$ cat src/rtl/temp_sensor_pkg.sv
// Shared types and constants for the temp_sensor sweep generator and its jitter LFSR.
package temp_sensor_pkg;

  typedef enum logic {UP = 1'b0, DOWN = 1'b1} dir_e;

  localparam logic [7:0] LFSR_SEED = 8'hA5;
  // Fibonacci taps 8,6,5,4 as a mask over state[7:0]
  localparam logic [7:0] LFSR_TAPS = 8'b1011_1000;

  localparam int         TICK_DIV_DEF  = 4;
  localparam logic [7:0] TEMP_INIT_DEF = 8'd20;
  localparam logic [7:0] TEMP_MIN_DEF  = 8'd15;
  localparam logic [7:0] TEMP_MAX_DEF  = 8'd29;
  localparam logic [7:0] STEP_DEF      = 8'd2;

endpackage

$ cat src/rtl/temp_lfsr.sv
// 8-bit Fibonacci LFSR, shifts once per cycle with advance high; reloads the seed on Reset.
module temp_lfsr
  import temp_sensor_pkg::*;
(
  input  logic       Clock,
  input  logic       Reset,
  input  logic       advance,
  output logic [7:0] state
);

  logic fb;

  assign fb = ^(state & LFSR_TAPS);

  always_ff @(posedge Clock) begin
    if (Reset) begin
      state <= LFSR_SEED;
    end else if (advance) begin
      state <= {state[6:0], fb};
    end
  end

endmodule

$ cat src/rtl/temp_sensor.sv
// Synthetic temperature source: triangle sweep between TEMP_MIN and TEMP_MAX, one step per tick.
// Optional +/-1 jitter from an LFSR when TEMP_SENSOR_NOISE_EN is defined.
//
// state | meaning
// UP    | core rises by STEP per tick, clamped at TEMP_MAX
// DOWN  | core falls by STEP per tick, clamped at TEMP_MIN
module temp_sensor
  import temp_sensor_pkg::*;
#(
  parameter int         TICK_DIV  = TICK_DIV_DEF,
  parameter logic [7:0] TEMP_INIT = TEMP_INIT_DEF,
  parameter logic [7:0] TEMP_MIN  = TEMP_MIN_DEF,
  parameter logic [7:0] TEMP_MAX  = TEMP_MAX_DEF,
  parameter logic [7:0] STEP      = STEP_DEF
) (
  input  logic       Clock,
  input  logic       Reset,
  output logic       tick,
  output logic [7:0] temp
);

  localparam int CW = (TICK_DIV > 2) ? $clog2(TICK_DIV) : 1;

  if (!(TEMP_MIN < TEMP_MAX)) begin : g_err_range
    $error("temp_sensor: TEMP_MIN must be below TEMP_MAX");
  end
  if (TEMP_INIT < TEMP_MIN || TEMP_INIT > TEMP_MAX) begin : g_err_init
    $error("temp_sensor: TEMP_INIT outside TEMP_MIN..TEMP_MAX");
  end
  if (TICK_DIV < 2) begin : g_err_div
    $error("temp_sensor: TICK_DIV must be at least 2");
  end
  if (STEP < 8'd1) begin : g_err_step
    $error("temp_sensor: STEP must be at least 1");
  end

  logic [CW-1:0] cnt_q;
  logic          wrap;
  logic [7:0]    core_q, core_d;
  dir_e          dir_q, dir_d;
  logic [8:0]    up_sum, dn_diff;

  assign wrap = (cnt_q == CW'(TICK_DIV - 1));

  always_ff @(posedge Clock) begin
    if (Reset) begin
      cnt_q  <= '0;
      tick   <= 1'b0;
      core_q <= TEMP_INIT;
      dir_q  <= UP;
    end else begin
      cnt_q  <= wrap ? '0 : cnt_q + CW'(1);
      tick   <= wrap;
      core_q <= core_d;
      dir_q  <= dir_d;
    end
  end

  // Core sitting at TEMP_MAX while in UP only happens straight out of reset; treat it as DOWN.
  always_comb begin
    dir_d   = dir_q;
    core_d  = core_q;
    up_sum  = {1'b0, core_q} + {1'b0, STEP};
    dn_diff = {1'b0, core_q} - {1'b0, STEP};
    if (wrap) begin
      if (dir_q == UP && core_q != TEMP_MAX) begin
        if (up_sum >= {1'b0, TEMP_MAX}) begin
          core_d = TEMP_MAX;
          dir_d  = DOWN;
        end else begin
          core_d = up_sum[7:0];
        end
      end else begin
        if (dn_diff[8] || dn_diff <= {1'b0, TEMP_MIN}) begin
          core_d = TEMP_MIN;
          dir_d  = UP;
        end else begin
          core_d = dn_diff[7:0];
          dir_d  = DOWN;
        end
      end
    end
  end

`ifdef TEMP_SENSOR_NOISE_EN
  logic [7:0] lfsr_state;

  temp_lfsr u_lfsr (
    .Clock   (Clock),
    .Reset   (Reset),
    .advance (wrap),
    .state   (lfsr_state)
  );

  // core and LFSR both move on the tick edge, so this stays stable between ticks
  always_comb begin
    temp = core_q;
    case (lfsr_state[1:0])
      2'b00:   if (core_q > TEMP_MIN) temp = core_q - 8'd1;
      2'b11:   if (core_q < TEMP_MAX) temp = core_q + 8'd1;
      default: temp = core_q;
    endcase
  end
`else
  assign temp = core_q;
`endif

endmodule

$ cat config.mk
export PLATFORM = sky130hd
export DESIGN_NAME = temp_sensor
export DESIGN_NICKNAME = d
export VERILOG_FILES = /design/src/rtl/temp_sensor_pkg.sv /design/src/rtl/temp_lfsr.sv /design/src/rtl/temp_sensor.sv
export SDC_FILE = /design/constraint.sdc
export NUM_CORES = 1
export LEC_CHECK = 0
export CORE_MARGIN = 2
export CORE_UTILIZATION = 58
export CTS_CLUSTER_SIZE = 30
export DETAILED_ROUTE_END_ITERATION = 8
export HOLD_SLACK_MARGIN = 0.02
export PLACE_DENSITY_LB_ADDON = 0.15
export SLEW_MARGIN = 20
export SYNTH_ARGS = -nofsm -noshare
export SYNTH_HDL_FRONTEND = slang
export SYNTH_SLANG_ARGS = --single-unit
$ cat constraint.sdc
create_clock -name Clock -period 3.6 [get_ports Clock]
set_clock_uncertainty 0.1 [all_clocks]
set_input_delay 0.72 -clock Clock [delete_from_list [all_inputs] [get_ports Clock]]
set_output_delay 0.72 -clock Clock [all_outputs]
set_load 0.02 [all_outputs]
---- Word-level counts from Yosys, hierarchy flattened ----
Index checks and enable logic that the tools add are counted.
storage, ports and cells
  bits of input ports ..................... 2
  output and inout port bits .............. 9
  word-level logic and storage cells ...... 23
  flip-flop bits (word level) ............. 12
operators by class
  mux-type cells .......................... 6
  bitwise logic cells ..................... 1
  equal/unequal tests ..................... 3
  add/subtract/negate cells ............... 3
  reductions and logical operators ........ 4
  magnitude comparators ................... 2
operator list
  operator             number
  $mux 8               3
  $add 8x2->9 const B  1
  $ge 9x5->1 const B   1
  $le 9x4->1 const B   1
  $sub 8x2->9 const B  1
  $ne 8x5->1 const B   1
  $mux 1               3
  $add 2x1->2 const B  1
  $eq 2x2->1 const B   1
  $ne 2x1->1 const B   1
  $reduce_and 2->1     1
  $reduce_or 2->1      1
  $logic_and 1x1->1    1
  $logic_or 1x1->1     1
  $not 1->1            1

---- Longest topological paths before layout ----
  word-level depth ........................ 5
  depth in mapped cells ................... 9
  mapped depth without buffers ............ 8

---- Least setup slack after synthesis ----
No wires, ideal clock.
  path type ............................... register to register
  from .................................... reg core_q[2] (netlist: temp[2])
  to ...................................... reg core_q[1] (netlist: temp[1])
  path buffers ............................ 0
  setup time .............................. 0.088 ns
  period minus slack after synthesis ...... 2.364 ns
  path slack .............................. 1.236 ns
  cell stages (with the launch flop) ...... 9
  required time ........................... 3.412 ns
  data arrival time ....................... 2.175 ns
  cells stage by stage .................... dfxtp_1 > inv_1 > ha_1 > o211ai_4 > o211ai_1 > a2111o_1 > nand2_2 > nand2_2 > a311oi_2
on the way
  cells in the longest elaborated chain, start to end .. 5
  elaborated cells between the ends (all ways) .. 10
  classes of those cells .................. add/sub (2); order compare (2); eq/ne (1); mux (3); reduce/logical (2)
ends and longest elaborated chain
  item                    RTL line           RTL
  start, declared         temp_sensor.sv:39  logic [7:0] core_q, core_d;
  start signal, assigned  temp_sensor.sv:54  core_q <= core_d;
  $sub 8x2->9             temp_sensor.sv:64  dn_diff = {1'b0, core_q} - {1'b0, STEP};
  $le 9x4->1              temp_sensor.sv:74  if (dn_diff[8] || dn_diff <= {1'b0, TEMP_MIN}) begin
  $logic_or 1x1->1        temp_sensor.sv:74
  $mux 8                  temp_sensor.sv:74
  $mux 8 *                temp_sensor.sv:66  if (dir_q == UP && core_q != TEMP_MAX) begin
Every way passes the cells marked *; elsewhere a longest branch is shown, timed or not.
A chain may end at the register's enable or synchronous reset.

---- Worst setup path after layout ----
  from .................................... reg core_q[1] (netlist: temp[1])
  to ...................................... reg core_q[4] (netlist: temp[4])
The elaborated chain is that of the path after synthesis.

==> key figures <==
Routing
  – Antenna violation net count after detailed routing: 0
  – Post-detailed-routing wire length: 2130 um
  – DR DRC count: 0
  – Wirelength per Cell: 16.5 um
  – Mean number of vias per cell: 6.68
  – Initial DRC count: 36
  – Vias: 862
  – Number of optimization iterations in the first detailed-route pass: 4

Global route
  – Number of global-route vias before repair: 793
  – Met1 track demand over resource in global routing: 31.2%
  – Initial antenna violation count: 0
  – Global-route wire length before repair: 3510 um
  – GR Overflow Total: 0
  – Highest-utilization routing layer at the global route stage: met2
  – GRT Resource Usage Total: 24.6%
  – Largest net degree at the start of global routing: 14
  – Met3 Track Usage GR: approximately 6.7%
  – Met2 usage in global routing: around 37%

Worst setup path
  – Slowest stage cell, crit path: dfxtp_1
  – Critical path class: flop to flop
  – Reg2reg setup slack: just over 0.9 ns
  – Terminus of the critical flop-to-flop path: temp[4]$_SDFFE_PP1P_
  – CP Launch Type: flop
  – Worst Path Required: 3.67 ns
  – CP startpoint: temp[1]$_SDFFE_PP0P_
  – Cell type with the highest occurrence count on the critical path: nand2_1
  – Chain of cells forming the critical path: inv_1 > ha_1 > nand3_1 > nand2_1 > a311oi_1 > nand2_1 > o31ai_1 > a21oi_1
  – Arrival time of data at the critical path endpoint: 2.77 ns
  – Length in cells of the worst reg-to-reg path: 8
  – Critical path capture point type: flop
  – Critical path peak fanout: 13
  – Reg2reg start: temp[1]$_SDFFE_PP0P_
  – Worst Path Buf+Inv: 1
  – Maximum single-stage delay on the critical path: between 0.6 and 0.7 ns
  – Crit-path leading delay family: compound AO/OA/AOI/OAI gates

Hold path
  – Min-Delay Path Class: flop to flop
  – Endpoint, Worst Hold: cnt_q[0]$_SDFF_PP0_
  – Number of cells traversed by the worst hold path: 1
  – Start point of the worst hold path: cnt_q[0]$_SDFF_PP0_

Synthesis
  – Synthesis warning total: 0
  – Number of enable-type register cells in the synthesized netlist: 0
  – Largest family of logic cells by synthesized area: compound AO/OA/AOI/OAI gates
  – Biggest area contributors in the synthesized netlist: dfxtp_1 26%, ha_1 8.1%, nand2_1 3.7%, nand3_1 3.2%, inv_1 3.2%
  – Xor-xnor portion of the synthesized cell area: 2.84%
  – FFs w/ async S/R, synth: 0%
  – Sequential cell area fraction in the yosys report: 26.0%
  – Top cell type's share of synthesized area: 26.0%
  – Cell with the most instances after synthesis: dfxtp_1
  – Main synth FF type: dfxtp_1
  – Top cells by count, synth: 12 x dfxtp_1, 9 x nand2_1, 8 x inv_1, 7 x nor2_1
  – Number of flip-flops and latches in the synthesized netlist: 12
  – Mapped Avg Cell Area: 8.81 um^2
  – Adder and majority cell fraction of the synthesized area: 8.12%
  – Syn_nets: 113
  – Compound-cell area share of the yosys netlist: 29.8%
  – Number of unique standard cell types used by synthesis: 46
  – Cell type with the highest aggregate area in the netlist: dfxtp_1
  – Fraction of the mapped netlist area in simple logic gates: between 20% and 30%
  – Cell count after synthesis: between 100 and 150
  – Post-Syn Area: around 920 um^2
  – Share of synthesized area spent on multiplexers: 1.08%

Clocking
  – Setup Fix Bufs, Post-CTS: 0
  – Total CTS buffers: 3
  – Maximum root-to-sink buffer count: 2
  – Clock root buffer master: clkbuf_4
  – Sink count of the clock tree: 12
  – Post-cts repair resize count: 0
  – CTS Hold Buffers Added: 0
  – Clock transition at the register clock pins on the worst setup and hold paths after CTS: roughly 0.09 ns
  – TritonCTS clock tree: done
  – H-tree depth: 1
  – Clock Latency Late Sink: 0.29 ns

Place
  – RD Place Congestion: 0.874
  – Number of cells in the design after placement: approximately 130
  – HPWL Detailed: 1530 um
  – Post-Place Cell Area: 0.00101 mm^2
  – Pre-CTS worst setup slack: 1.02 ns
  – Count of port buffers added during placement: 10

Layout
  – Final layout net count: 122
  – Final antenna diode count: 0
  – Cell area after layout: 0.00104 mm^2
  – Fraction of layout instances using a drive strength above 1: 18.6%
  – Number of fillers in the final layout: around 100
  – Non-filler instance count after layout: 129
  – Layout Area Growth over Synthesis: 13.0%

STA
  – Hold violation total from the final report: 0
  – Relative max-transition margin: 62.5%
  – Final cycle utilization of the critical path: 74.8%
  – Setup TNS: 0 ns
  – RSZ-0062 raised after global routing: no
  – Maximum frequency from static timing analysis: roughly 370 MHz
  – Number of setup violations in the final report: 0
  – Min cycle time layout: 2.69 ns
  – Final count of pins violating max slew: 0
  – Tightest Pin Transition: 0.562 ns
  – Final worst setup slack: around 0.91 ns

Floorplanning
  – Starting Density: between 60% and 70%
  – Number of top-level pins: 11
  – Horizontal die dimension: 43.9 um
  – Standard cell core area: 0.00151 mm^2
  – Die Ht: 43.9 um
  – Area of the die: a little under 0.002 mm^2
  – Standard-cell row count: 14

Pwr
  – Sequential fraction of design power: 48.6%
  – Fraction of power consumed by the clock network: 39.3%
  – Pwr dens: about 280 mW/mm^2
  – Total power draw: 0.000296 W
  – Cell internal power dissipation: 0.000213 W
  – Net Switching: 0.0000835 W
  – Peak supply drop: 224 uV
  – Static power due to leakage: 0.376 nW
  – Sw Share: between 20 and 30%
  – Share of total power in combinational logic: approximately an eighth

Job
  – Count of maximum capacitance violations: 0

Outcome
  – Outcome: finished clean
-- stage by stage --
| stage | utilization [%] | hold WS (ns) |
|---|---|---|
| 3_5_place_dp | 66.9 | 0.319 |
| 5_1_grt | 69.4 | 0.372 |
| 2_1_floorplan | - | 0.304 |
| 6_report | 69.4 | 0.327 |
| 4_1_cts | 69.4 | 0.334 |
| 3_3_place_gp | 66.9 | 0.320 |
-- layout by cell type (no fill, tap or decap), types with 2 or more instances in the layout --
master	Yosys	final
xnor2_1	2	2
nand2b_1	3	3
clkbuf_4	0	3
nand2_1	9	9
a31oi_1	2	2
o211ai_1	2	2
a311oi_1	2	2
nor2_1	7	7
dfxtp_1	12	12
inv_1	8	8
nand3_1	6	6
a21oi_1	5	5
clkdlybuf4s50_1	0	10
nand2_2	2	2
o21ai_0	4	4
o31ai_1	2	2
ha_1	6	6
nor3_2	2	2
-- routing by layer --
layer  part of all wire (%)  vias to the layer above
met1                     44                      403
met5                      0                        -
met4                    2.4                        0
li1                       -                      407
met3                    8.6                        7
met2                     45                       45
-- flip-flops by register name, summed over array words and instances (netlist names) --
name,cells
temp,8
dir_q,1
cnt_q,2
tick,1
-- power groups by stage --
stage	registers, W	clock network [W]	logic, W
after floorplan	0.000145	0	0.0000275
after detailed placement	0.000147	0	0.0000347
final	0.000144	0.000117	0.0000357
after global routing	0.000145	0.000121	0.0000390
after CTS	0.000144	0.000115	0.0000352
after global placement	0.000146	0	0.0000341
-- kinds of logic (layout without fill, tap and decap cells) --
group | after synthesis | count (layout)
and+or+nand+nor | 38 | 38
AOI/OAI and AO/OA | 31 | 31
buffers and inverters | 14 | 22
DFF | 12 | 12
adders and majority gates | 6 | 6
xor gates and xnor gates | 3 | 3
muxes | 1 | 1
-- worst max path at each step --
stage | endpoint | slack (ns) | depth (start not counted)
final | temp[4]$_SDFFE_PP1P_ | 0.91 | 8
after global routing | temp[4]$_SDFFE_PP1P_ | 0.71 | 8
after CTS | temp[1]$_SDFFE_PP0P_ | 1.0 | 8
after detailed placement | temp[1]$_SDFFE_PP0P_ | 1.02 | 8
after global placement | temp[1]$_SDFFE_PP0P_ | 1.12 | 8
after floorplan | temp[1]$_SDFFE_PP0P_ | 1.24 | 8
-- cell type report --
cell class                      instances  area [um^2]  area share, %
Inverter                                8         30.0           2.87
Sequential cell                        12          240           23.0
Clock buffer                            4         36.3           3.47
Tap cell                               16         20.0           1.92
Timing Repair Buffer                   10          100           9.58
Multi-Input combinational cell         79          618           59.2
Note: power is estimated with default switching activity, not from simulation.
==> RTL edit 1 (same settings) <==
Add a define of `TEMP_SENSOR_NOISE_EN`.
--- a/src/rtl/temp_sensor.sv
+++ b/src/rtl/temp_sensor.sv
@@ -4,6 +4,8 @@
 // state | meaning
 // UP    | core rises by STEP per tick, clamped at TEMP_MAX
 // DOWN  | core falls by STEP per tick, clamped at TEMP_MIN
+`define TEMP_SENSOR_NOISE_EN
+
 module temp_sensor
   import temp_sensor_pkg::*;
 #(
Check against the original RTL: same outputs for any inputs over 10 cycles, from zero or initial values and one cycle with Reset high; that may be too few to reach the edited logic, so the function may still have changed.
==> RTL edit 1 against the unedited design <==
Critical path depth shrank 2; core utilization decreased by 3.0 points; setup slack lost 0.72 ns; sequential cell count up 8; wire length grew 79%; register-to-register slack improved by 0.03 ns; power is 66% higher; design area grew 71%; sequential share of layout area shrank 0.52 points; via count up 85%; synthesized area increased by 74%; synthesized cell count increased by 99%.
==> RTL edit 1: results (changes against the unedited design) <==
\begin{tabular}{lr}
\hline
Metric & Value \\
\hline
\multicolumn{2}{l}{\textbf{Global routing}} \\
Global-route wire length before repair & 6490 um (was 3510 um) \\
Vias in the first global route & 1484 (was 793) \\
GRT met2 Usage & 41.2\% (was 36.8\%) \\
Largest net degree at the start of global routing & 22 (was 14) \\
\multicolumn{2}{l}{\textbf{Pwr}} \\
Total net switching power & 0.000146 W (was 0.0000835 W) \\
Reported clock group power & 0.000127 W (was 0.000117 W) \\
Worst voltage drop across the vdd grid & 0.000359 V (was 0.000224 V) \\
\multicolumn{2}{l}{\textbf{Critical path}} \\
Timing endpoint of the critical path & temp[4] (was temp[4]\$\_SDFFE\_PP1P\_) \\
Highest cell delay on the worst timing path & 0.53 ns (was 0.67 ns) \\
Category of the most critical setup path & reg2out (was reg2reg) \\
Maximum fanout along the worst path & 6 (was 13) \\
Start point of the critical path & core\_q[7]\$\_SDFFE\_PP0P\_ (was temp[1]\$\_SDFFE\_PP0P\_) \\
R2r endpoint & core\_q[2]\$\_SDFFE\_PP1P\_ (was temp[4]\$\_SDFFE\_PP1P\_) \\
\multicolumn{2}{l}{\textbf{Route}} \\
Wire length on met1 & 1670 um (was 941 um) \\
Post-DR wirelength/cell & 15.5 um (was 16.5 um) \\
\multicolumn{2}{l}{\textbf{Yosys}} \\
Parity-gate share of the synthesized area counting xor and xnor cells & 3.27\% (was 2.84\%) \\
Share of cell area taken by muxes after synthesis & 3.82\% (was 1.08\%) \\
Library cells used by synthesis & 53 (was 46) \\
Synthesized-area fraction occupied by adder cells & 8.57\% (was 8.12\%) \\
Register area share after synthesis & 24.9\% (was 26.0\%) \\
Top cells by area in the synthesized netlist & dfxtp\_1, ha\_1, nor3\_1, nor2\_1, inv\_1 (was dfxtp\_1, ha\_1, nand2\_1, nand3\_1, inv\_1) \\
\multicolumn{2}{l}{\textbf{Placement}} \\
Routability Congestion & 0.942 (was 0.874) \\
\multicolumn{2}{l}{\textbf{Layout}} \\
Share of layout cells above drive strength 1 & 10.7\% (was 18.6\%) \\
\multicolumn{2}{l}{\textbf{Status}} \\
Run status & completed (unchanged) \\
\multicolumn{2}{l}{\textbf{Timing}} \\
Final worst hold slack & 0.340 ns (was 0.327 ns) \\
\hline
\end{tabular}
[RTL edit 1: changes by cell type after synthesis, sizes merged, moves of 5 or more]
cell    unedited run  this run
nand4              0         5
o21ai              4        13
clkbuf             3        11
ha                 6        11
inv                8        15
nor3               4        14
nor2               7        17
dfxtp             12        20
a21oi              5        11
[RTL edit 1: metrics by stage]
| stage | total power, W | cell area, um^2 | setup slack, ns |
|---|---|---|---|
| finish | 0.000492 | 1780 | 0.183 |
| detailed placement | 0.000369 | 1730 | 0.348 |
| CTS | 0.000492 | 1770 | 0.0174 |
| floorplan | 0.000335 | 1610 | 0.674 |
| global placement | 0.000366 | 1730 | 0.400 |
| global route | 0.000520 | 1780 | 0.0227 |
[RTL edit 1: final cells by class]
| cell class | instances | area share, % |
|---|---|---|
| Sequential cell | 20 | 22.5 |
| Inverter | 15 | 3.16 |
| Multi-Input combinational cell | 158 | 60.7 |
| Clock buffer | 4 | 2.04 |
| Timing Repair Buffer | 18 | 9.41 |
| Tap cell | 31 | 2.18 |
==> RTL edit 2 (same flow settings) <==
Made on the original files. Make the reset (`Reset`) asynchronous in one clocked block.
--- a/src/rtl/temp_sensor.sv
+++ b/src/rtl/temp_sensor.sv
@@ -42,7 +42,7 @@
 
   assign wrap = (cnt_q == CW'(TICK_DIV - 1));
 
-  always_ff @(posedge Clock) begin
+  always_ff @(posedge Clock or posedge Reset) begin
     if (Reset) begin
       cnt_q  <= '0;
       tick   <= 1'b0;
Behaviour: differs if Reset is asserted again (counterexample within 10 cycles, from zero or initial values and one cycle with Reset high); with Reset held inactive, the same outputs for 10 cycles.
==> RTL edit 2 against the unedited design <==
Sequential cell count is the same; sequential share of layout area grew 7.0 points; non-clock buffer count is the same; synthesized area shrank 5.4%; count of clock-buffer cells in the layout is the same; maximum frequency grew 6.4%; wire length shrank 13%; setup slack gained 0.16 ns; critical endpoint is now temp[3]$_DFFE_PP0P_; design area shrank 3.5%.
Power is not compared: it rests on default switching activity, and its combinational part moved more than twofold at a synthesized area within 25%.
==> RTL edit 2: results (changes against the unedited design) <==
\begin{tabular}{lr}
\hline
Metric & Value \\
\hline
\multicolumn{2}{l}{\textbf{Yosys}} \\
Register area share after synthesis & 34.6\% (was 26.0\%) \\
Net count after synthesis & 105 (was 113) \\
Async SR Flop Fraction & 100\% (was 0\%) \\
Leading post-synthesis cells by instance count & dfrtp\_1, inv\_1, nand3\_1, nor2\_1 (was dfxtp\_1, nand2\_1, inv\_1, nor2\_1) \\
Top cells by area in the synthesized netlist & dfrtp\_1, ha\_1, dfstp\_2, nand3\_1, inv\_1 (was dfxtp\_1, ha\_1, nand2\_1, nand3\_1, inv\_1) \\
Prevailing post-synth register cell & dfrtp\_1 (was dfxtp\_1) \\
Library cells used by synthesis & 39 (was 46) \\
\multicolumn{2}{l}{\textbf{Layout}} \\
Share of layout cells above drive strength 1 & 13.2\% (was 18.6\%) \\
Net total in the final layout & 115 (was 122) \\
\multicolumn{2}{l}{\textbf{Status}} \\
Run status & completed (unchanged) \\
\multicolumn{2}{l}{\textbf{Clocking}} \\
Clock Latency Late Sink & 0.27 ns (was 0.29 ns) \\
Clock-pin slew reported for the worst setup and hold paths after clock tree synthesis & 0.07 ns (was 0.09 ns) \\
\multicolumn{2}{l}{\textbf{Global routing}} \\
Largest net degree at the start of global routing & 21 (was 14) \\
Global-route wire length before repair & 3080 um (was 3510 um) \\
Combined global-route utilization of all metal layers & 22.3\% (was 24.6\%) \\
\multicolumn{2}{l}{\textbf{Critical path}} \\
FF-to-FF Start & temp[1]\$\_DFFE\_PP0P\_ (was temp[1]\$\_SDFFE\_PP0P\_) \\
Register-to-register setup slack & 1.07 ns (was 0.91 ns) \\
Maximum fanout along the worst path & 14 (was 13) \\
Critical Path AT & 2.62 ns (was 2.77 ns) \\
Highest cell delay on the worst timing path & 0.59 ns (was 0.67 ns) \\
\multicolumn{2}{l}{\textbf{Placement}} \\
Routability Congestion & 0.950 (was 0.874) \\
DPL Wire Length & 1330 um (was 1530 um) \\
\multicolumn{2}{l}{\textbf{Min path}} \\
Min-delay src & cnt\_q[0]\$\_DFF\_PP0\_ (was cnt\_q[0]\$\_SDFF\_PP0\_) \\
\multicolumn{2}{l}{\textbf{Route}} \\
Routed vias & 766 (was 862) \\
Count of routing violations after the opening detailed-route iteration & 13 (was 36) \\
\hline
\end{tabular}
-- RTL edit 2: layout make-up --
class | instances | area, um^2 | area share, %
inverters | 9 | 33.8 | 3.35
well taps | 16 | 20.0 | 1.99
repair buffers | 10 | 100 | 9.93
multi-input cells | 71 | 515 | 51.1
clock buffers | 4 | 36.3 | 3.60
flip-flops and latches | 12 | 303 | 30.0
-- RTL edit 2: final timing paths --
path / to
worst min-delay path: cnt_q[0]$_DFF_PP0_
worst max register to register: temp[3]$_DFFE_PP0P_
min in group asynchronous: temp[5]$_DFFE_PP0P_
worst min register to register: cnt_q[0]$_DFF_PP0_
max in group asynchronous: temp[2]$_DFFE_PP1P_
worst max-delay path: temp[3]$_DFFE_PP0P_
-- RTL edit 2: metal layers --
layer  GRT usage, %  wire length, um  vias up  share of wire, %
li1               -                -      378                 -
met1           30.6              849      358                46
met2           33.3              866       26                47
met3           7.23               96        4               5.2
met4           6.88               42        0               2.3
met5              0                0        -                 0
-- RTL edit 2: per-stage QoR --
stage | hold slack (ns) | power (W) | worst slack (ns) | instances | instance area [um^2]
global placement | 0.317 | 0.000141 | 1.13 | 118 | 972
floorplan | 0.303 | 0.000139 | 1.21 | 97 | 875
CTS | 0.328 | 0.000247 | 1.08 | 122 | 1010
finish | 0.325 | 0.000242 | 1.07 | 122 | 1010
detailed placement | 0.318 | 0.000141 | 1.09 | 118 | 972
global route | 0.345 | 0.000255 | 0.823 | 122 | 1010
-- RTL edit 2: cells by family after synthesis --
family / synth area share, %
XOR/XNOR: 2.00
AO/OA/AOI/OAI: 27.6
AND/OR/NAND/NOR: 18.5
buffers and inverters: 6.44
flip-flops: 34.6
multiplexers: 2.29
adder cells (fa/ha/maj): 8.58
